<file path="src/rtl/pattern_generator_pkg.sv">
// Shared types for the pattern generator: pattern mode encoding.
package pattern_gen_pkg;

  localparam int unsigned MODE_W = 2;

  typedef enum logic [MODE_W-1:0] {
    TABLE  = 2'd0,
    RAMP   = 2'd1,
    CONST  = 2'd2,
    SQUARE = 2'd3
  } mode_e;

endpackage

</file>
<file path="src/rtl/pattern_generator_if.sv">
// AXI-Stream style sample channel between the pattern generator and the DAC driver.
interface pattern_generator_if #(
  parameter int unsigned DATA_W = 16
);

  logic              valid;
  logic              ready;
  logic [DATA_W-1:0] data;
  logic              last;

  modport master (output valid, output data, output last, input ready);
  modport slave  (input valid, input data, input last, output ready);

endinterface

</file>
<file path="src/rtl/pattern_generator_table.sv">
// Runtime-writable sample table: synchronous write, two asynchronous read ports
// (indexed read plus a fixed mem[1] tap for the square pattern).
module pattern_table #(
  parameter int unsigned DATA_W = 16,
  parameter int unsigned DEPTH  = 16
) (
  input  logic                       clk,
  input  logic                       wr_en,
  input  logic [$clog2(DEPTH)-1:0]   wr_addr,
  input  logic [DATA_W-1:0]          wr_data,
  input  logic [$clog2(DEPTH)-1:0]   rd_addr,
  output logic [DATA_W-1:0]          rd_data,
  output logic [DATA_W-1:0]          rd1_data
);

  localparam int unsigned AW = $clog2(DEPTH);

  logic [DATA_W-1:0] mem [DEPTH];

  // Table write; contents deliberately survive reset.
  always_ff @(posedge clk) begin
    if (wr_en) begin
      mem[wr_addr] <= wr_data;
    end
  end

  assign rd_data  = mem[rd_addr];
  assign rd1_data = mem[AW'(1)];

endmodule

</file>
<file path="src/rtl/pattern_generator.sv">
// Pattern generator: table / ramp / constant / square sample source with a
// registered valid/ready output stage.
// Build option: define PATTERN_GEN_CNT_EN to add the 32-bit accepted-beat counter output beat_cnt.
module pattern_generator
  import pattern_gen_pkg::*;
#(
  parameter int unsigned DATA_W = 16,
  parameter int unsigned DEPTH  = 16
) (
  input  logic                     clk,
  input  logic                     rst_n,
  input  logic                     enable,
  input  mode_e                    mode,
  input  logic [DATA_W-1:0]        step,
  input  logic [$clog2(DEPTH)-1:0] tbl_last,
  input  logic                     tbl_wr_en,
  input  logic [$clog2(DEPTH)-1:0] tbl_wr_addr,
  input  logic [DATA_W-1:0]        tbl_wr_data,
  pattern_generator_if.master      m_axis
`ifdef PATTERN_GEN_CNT_EN
  ,
  output logic [31:0]              beat_cnt
`endif
);

  localparam int unsigned AW = $clog2(DEPTH);

  logic              valid_q;
  logic [DATA_W-1:0] data_q;
  logic              last_q;
  logic [AW-1:0]     idx;
  logic [DATA_W-1:0] acc;
  mode_e             mode_q;

  logic              advance;
  logic              mode_chg;
  logic [AW-1:0]     idx_base;
  logic [AW-1:0]     idx_tbl;
  logic [AW-1:0]     idx_nxt;
  logic [AW-1:0]     rd_addr;
  logic [DATA_W-1:0] acc_base;
  logic [DATA_W-1:0] acc_nxt;
  logic [DATA_W-1:0] ramp_sum;
  logic              ramp_carry;
  logic [DATA_W-1:0] rd_data;
  logic [DATA_W-1:0] rd1_data;
  logic [DATA_W-1:0] data_nxt;
  logic              last_nxt;

  pattern_table #(
    .DATA_W (DATA_W),
    .DEPTH  (DEPTH)
  ) u_table (
    .clk      (clk),
    .wr_en    (tbl_wr_en),
    .wr_addr  (tbl_wr_addr),
    .wr_data  (tbl_wr_data),
    .rd_addr  (rd_addr),
    .rd_data  (rd_data),
    .rd1_data (rd1_data)
  );

  // Load a new beat when the output slot is empty or being drained this cycle.
  assign advance  = enable && (!valid_q || m_axis.ready);
  // A mode change restarts the pattern from its first beat.
  assign mode_chg = (mode != mode_q);
  assign idx_base = mode_chg ? '0 : idx;
  assign acc_base = mode_chg ? '0 : acc;
  // An index left beyond a lowered tbl_last wraps back to entry 0.
  assign idx_tbl  = (idx_base > tbl_last) ? '0 : idx_base;
  assign rd_addr  = (mode == TABLE) ? idx_tbl : '0;
  assign {ramp_carry, ramp_sum} = {1'b0, acc_base} + {1'b0, step};

  // Next-beat mux: data/last plus the pattern state that follows it.
  always_comb begin
    idx_nxt  = idx_base;
    acc_nxt  = acc_base;
    data_nxt = rd_data;
    last_nxt = 1'b0;
    case (mode)
      TABLE: begin
        last_nxt = (idx_tbl == tbl_last);
        idx_nxt  = (idx_tbl == tbl_last) ? '0 : idx_tbl + AW'(1);
      end
      RAMP: begin
        data_nxt = acc_base;
        acc_nxt  = ramp_sum;
        last_nxt = ramp_carry;
      end
      SQUARE: begin
        data_nxt = idx_base[0] ? rd1_data : rd_data;
        last_nxt = idx_base[0];
        idx_nxt  = AW'(~idx_base[0]);
      end
      default: begin
        data_nxt = rd_data;
        last_nxt = 1'b0;
      end
    endcase
  end

  // Output register and pattern state; a held beat never changes until accepted.
  always_ff @(posedge clk) begin
    if (!rst_n) begin
      valid_q <= 1'b0;
      data_q  <= '0;
      last_q  <= 1'b0;
      idx     <= '0;
      acc     <= '0;
      mode_q  <= TABLE;
    end else if (advance) begin
      valid_q <= 1'b1;
      data_q  <= data_nxt;
      last_q  <= last_nxt;
      idx     <= idx_nxt;
      acc     <= acc_nxt;
      mode_q  <= mode;
    end else if (m_axis.ready) begin
      valid_q <= 1'b0;
    end
  end

  assign m_axis.valid = valid_q;
  assign m_axis.data  = data_q;
  assign m_axis.last  = last_q;

`ifdef PATTERN_GEN_CNT_EN
  // Count every completed handshake; wraps naturally at 2^32.
  always_ff @(posedge clk) begin
    if (!rst_n) begin
      beat_cnt <= '0;
    end else if (valid_q && m_axis.ready) begin
      beat_cnt <= beat_cnt + 32'd1;
    end
  end
`endif

endmodule

</file>
<file path="src/flat_wrapper.sv">
// flat-port wrapper written by rule: the top's interface ports become plain ports
module pattern_generator_flat import pattern_gen_pkg::*;
#(
  parameter int unsigned DATA_W = 16,
  parameter int unsigned DEPTH  = 16
)
  (clk, rst_n, enable, mode, step, tbl_last, tbl_wr_en, tbl_wr_addr, tbl_wr_data, m_axis_valid, m_axis_data, m_axis_last, m_axis_ready);
  pattern_generator_if #(.DATA_W(DATA_W)) m_axis_i ();
  input  logic clk;
  input  logic rst_n;
  input  logic enable;
  input  mode_e mode;
  input  logic [DATA_W-1:0] step;
  input  logic [$clog2(DEPTH)-1:0] tbl_last;
  input  logic tbl_wr_en;
  input  logic [$clog2(DEPTH)-1:0] tbl_wr_addr;
  input  logic [DATA_W-1:0] tbl_wr_data;
  output wire logic [$bits(m_axis_i.valid)-1:0] m_axis_valid;
  output wire logic [$bits(m_axis_i.data)-1:0] m_axis_data;
  output wire logic [$bits(m_axis_i.last)-1:0] m_axis_last;
  input wire logic [$bits(m_axis_i.ready)-1:0] m_axis_ready;
  assign m_axis_valid = m_axis_i.valid;
  assign m_axis_data = m_axis_i.data;
  assign m_axis_last = m_axis_i.last;
  assign m_axis_i.ready = m_axis_ready;
  pattern_generator #(.DATA_W(DATA_W), .DEPTH(DEPTH)) u_core (.clk(clk), .rst_n(rst_n), .enable(enable), .mode(mode), .step(step), .tbl_last(tbl_last), .tbl_wr_en(tbl_wr_en), .tbl_wr_addr(tbl_wr_addr), .tbl_wr_data(tbl_wr_data), .m_axis(m_axis_i));
endmodule
</file>
<file path="config.mk">
export PLATFORM = sky130hd
export DESIGN_NAME = pattern_generator_flat
export DESIGN_NICKNAME = d
export VERILOG_FILES = /design/src/rtl/pattern_generator_pkg.sv /design/src/rtl/pattern_generator_if.sv /design/src/rtl/pattern_generator_table.sv /design/src/rtl/pattern_generator.sv /design/src/flat_wrapper.sv
export SDC_FILE = /design/constraint.sdc
export NUM_CORES = 1
export LEC_CHECK = 0
export BUFFER_PORTS_ARGS = -buffer_cell sky130_fd_sc_hd__buf_2
export CORE_AREA = 5 5 157 159
export CTS_CLUSTER_DIAMETER = 60
export DETAILED_ROUTE_END_ITERATION = 8
export DIE_AREA = 0 0 162 164
export PLACE_DENSITY = 0.69
export SLEW_MARGIN = 20
export SYNTH_ARGS = -nofsm -noshare
export SYNTH_HDL_FRONTEND = slang
export SYNTH_SLANG_ARGS = --single-unit
export TNS_END_PERCENT = 100
</file>
<file path="constraint.sdc">
create_clock -name clk -period 5.15 [get_ports clk]
set_clock_uncertainty 0.15 [all_clocks]
set_input_delay 0.515 -clock clk [delete_from_list [all_inputs] [get_ports clk]]
set_output_delay 0.515 -clock clk [all_outputs]
set_load 0.02 [all_outputs]
</file>
==> flow_summary.yaml <==
cts:
  cts_tree: "yes"
  cts_max_level: 1
  cts_root_buf: "clkbuf_16"
  postCtsSetupBuffers: 0
  cts-hold-fix-buffers: 0
  worstSkewPairLatency_ns: 0.55
  cts_resized: 0
  cts_buffer_depth: 3
  cts_sinks: 296
  tritoncts.num_buffers: 29
  clk_pin_slew_ns: 0.06
floorplan:
  initial_core_util_pct: 54.17
  ios: 65
  fp.dieW_um: 162
  die_area_um2: 26570
  row_count: 56
  core_area_um2: 23120
  die_h_um: 164
synth:
  synth_cell_types: 58
  synth_flop_cell: "edfxtp_1"
  synth_top_area_cell: "edfxtp_1"
  yosysSeqAreaShare_pct: 67.77
  syn_area_um2: 12520
  synth_area_leaders: "edfxtp_1, dfxtp_1, nand2_1"
  syn_avg_cell_area_um2: 13.20
  ys_async_sr_fraction_pct: 0
  synth-edff-count: 256
  synthCells: 949
  netlist.area_leader.share_pct: 61.38
  synth_nets: 1022
  post-synth-top-count-cell: "edfxtp_1"
  ys_ff_latch: 296
  yosys-top-cells-count: "edfxtp_1, nand2_1, a221oi_1, dfxtp_1, clkbuf_1"
  yosys_warnings: 0
detailed_routing:
  drc_errors: 0
  viasPerCell: 6.557
  first_pass_iters: 5
  drt-total-wl_um: 34660
  ant_nets: 0
  dr.first_iter.drc_count: 1160
  drt-wirelength-per-cell_um: 25.93
  vias: 8767
worst_setup_path:
  arrival_ns: 4.46
  setup.worst_path.start: "u_core.mode_q[0]"
  reg2reg_depth: 9
  rr_startpoint: "u_core.mode_q[0]"
  cp.required_ns: 5.46
  startpoint_type: "flop"
  rrSetupSlack_ns: 1.00
  critical_path.endpoint_type: "flop"
  cp_max_fo: 19
  crit_type: "reg -> reg"
  timing.rr.end: "u_core.m_axis.data[8]"
power:
  cellLeakagePower_nw: 5.002
  peakVddDrop_uv: 295.6
  power.density_nw_per_um2: 350.2
sta:
  fin_crit_sh_pct: 80.55
  rsz0062_at_grt: "no"
  fmax_mhz: 241.1
  setup_viol: 0
  finalMaxSlewViolations: 0
  setup_tns_ns: 0
  hold_violations: 0
  slew_headroom_pct: 34.74
  tightest_slew_ns: 0.9766
  hold_ws_ns: 0.07710
  period_needed_ns: 4.148
placed_design:
  gp_congestion: 0.8577
  dp_hpwl_um: 21030
  io_buffers: 64
finish:
  syn_to_final_growth_pct: 13.47
  fillers: 1816
  antenna_cells: 0
  postLayoutCoreUtil_pct: 61.46
  drive_gt1_share_pct: 15.19
  finalNetCount: 1097
grt:
  grt_pass1_vias: 8522
  grt_use_total_pct: 25.79
  antenna_found_initial: 0
  grt_pass1_wl_um: 51890
  grt_start_max_net_pins: 33
  gr-total-overflow: 0
run_status:
  status: "finished, final reports clean"
flow_run:
  drv_cap: 0
hold_path:
  holdCritStartpoint: "enable"
  min_to: "u_core.m_axis.valid"
  hold_path_class: "in -> reg"
  hold_depth: 3
[worst max-delay path by stage]
stage | end | slack, ns | depth (start not counted)
2_1_floorplan | u_core.acc[15] | 1.81 | 12
3_3_place_gp | u_core.m_axis.data[4] | 0.87 | 13
3_5_place_dp | u_core.m_axis.data[8] | 0.84 | 10
4_1_cts | u_core.m_axis.data[11] | 1.07 | 9
5_1_grt | u_core.m_axis.data[12] | 0.69 | 9
6_report | u_core.m_axis.data[8] | 1.00 | 9
[sequential cells by signal, indices dropped and copies added, names as in the netlist]
signal	count
u_core.m_axis.data	16
u_core.idx	4
u_core.u_table.mem	256
u_core.mode_q	2
u_core.m_axis.last	1
u_core.m_axis.valid	1
u_core.acc	16
[worst max-delay path, cell delays in order (launching register included)]
cell     delay (ns)
dfxtp_1        0.34
xnor2_2        0.59
and3_1         0.49
ha_1           0.32
o21ai_0        0.19
a21oi_1        0.11
o31ai_2        0.46
nand2_1        0.67
a311o_1        0.50
a41oi_1        0.24
[layout make-up]
| cell class | instances | area (um^2) | area share, % |
|---|---|---|---|
| Multi-Input combinational cell | 578 | 3731 | 26.25 |
| Timing Repair Buffer | 102 | 668.1 | 4.702 |
| Clock buffer | 43 | 818.3 | 5.758 |
| Tap cell | 290 | 362.8 | 2.553 |
| Clock inverter | 11 | 78.83 | 0.5547 |
| Sequential cell | 296 | 8488 | 59.73 |
| Inverter | 17 | 63.81 | 0.4490 |
[layer usage]
metal / vias up / GRT usage, % / routed length [um]
met4: 0 / 7.882 / 957
met1: 4350 / 36.67 / 14420
met5: - / 0 / 0
met3: 62 / 3.940 / 3092
li1: 3907 / - / -
met2: 448 / 41.65 / 16200
[stage by stage]
stage	instance area (um^2)	setup slack, ns	cells	power (W)
5_1_grt	14210	0.6853	1337	0.005119
4_1_cts	14210	1.075	1337	0.004989
3_5_place_dp	13310	0.8430	1283	0.003024
3_3_place_gp	13310	0.8717	1283	0.003020
2_1_floorplan	12520	1.812	949	0.002889
6_report	14210	1.002	1337	0.004977
[layout by cell type, fill, tap and decap left out, drive strengths merged, types with 4 or more instances in the layout]
cell    instances
o21bai          5
inv            17
nand2         141
nor2           35
a211oi          5
and3           19
o221ai         16
a21oi          23
buf           102
clkbuf         43
o21ai          46
a31oi          32
nor3           10
a311o          12
a41oi          16
clkinv         10
a221o           4
ha             25
mux2i           5
o22ai          17
nand2b          7
edfxtp        256
xnor2          11
a221oi         45
xor2            6
a21o            9
a311oi         15
dfxtp          40
a22oi          14
nand3          33
[kinds of logic after synthesis]
logic type / count (synthesis) / synth area share [%]
adder cells (fa/ha/maj): 26 / 2.657
multiplexers: 5 / 0.3996
flip-flops: 296 / 67.77
AO/OA/AOI/OAI: 273 / 15.92
AND/OR/NAND/NOR: 257 / 9.291
buffers and inverters: 75 / 2.647
XOR/XNOR: 17 / 1.309
[where the power goes]
| group | internal (W) | leakage (nW) | switching, W |
|---|---|---|---|
| sequential | 0.00266 | 2.64 | 0.0000295 |
| clock | 0.00114 | 0.442 | 0.000853 |
| combinational | 0.0000887 | 1.92 | 0.000200 |
(Power assumes the default switching activity.)
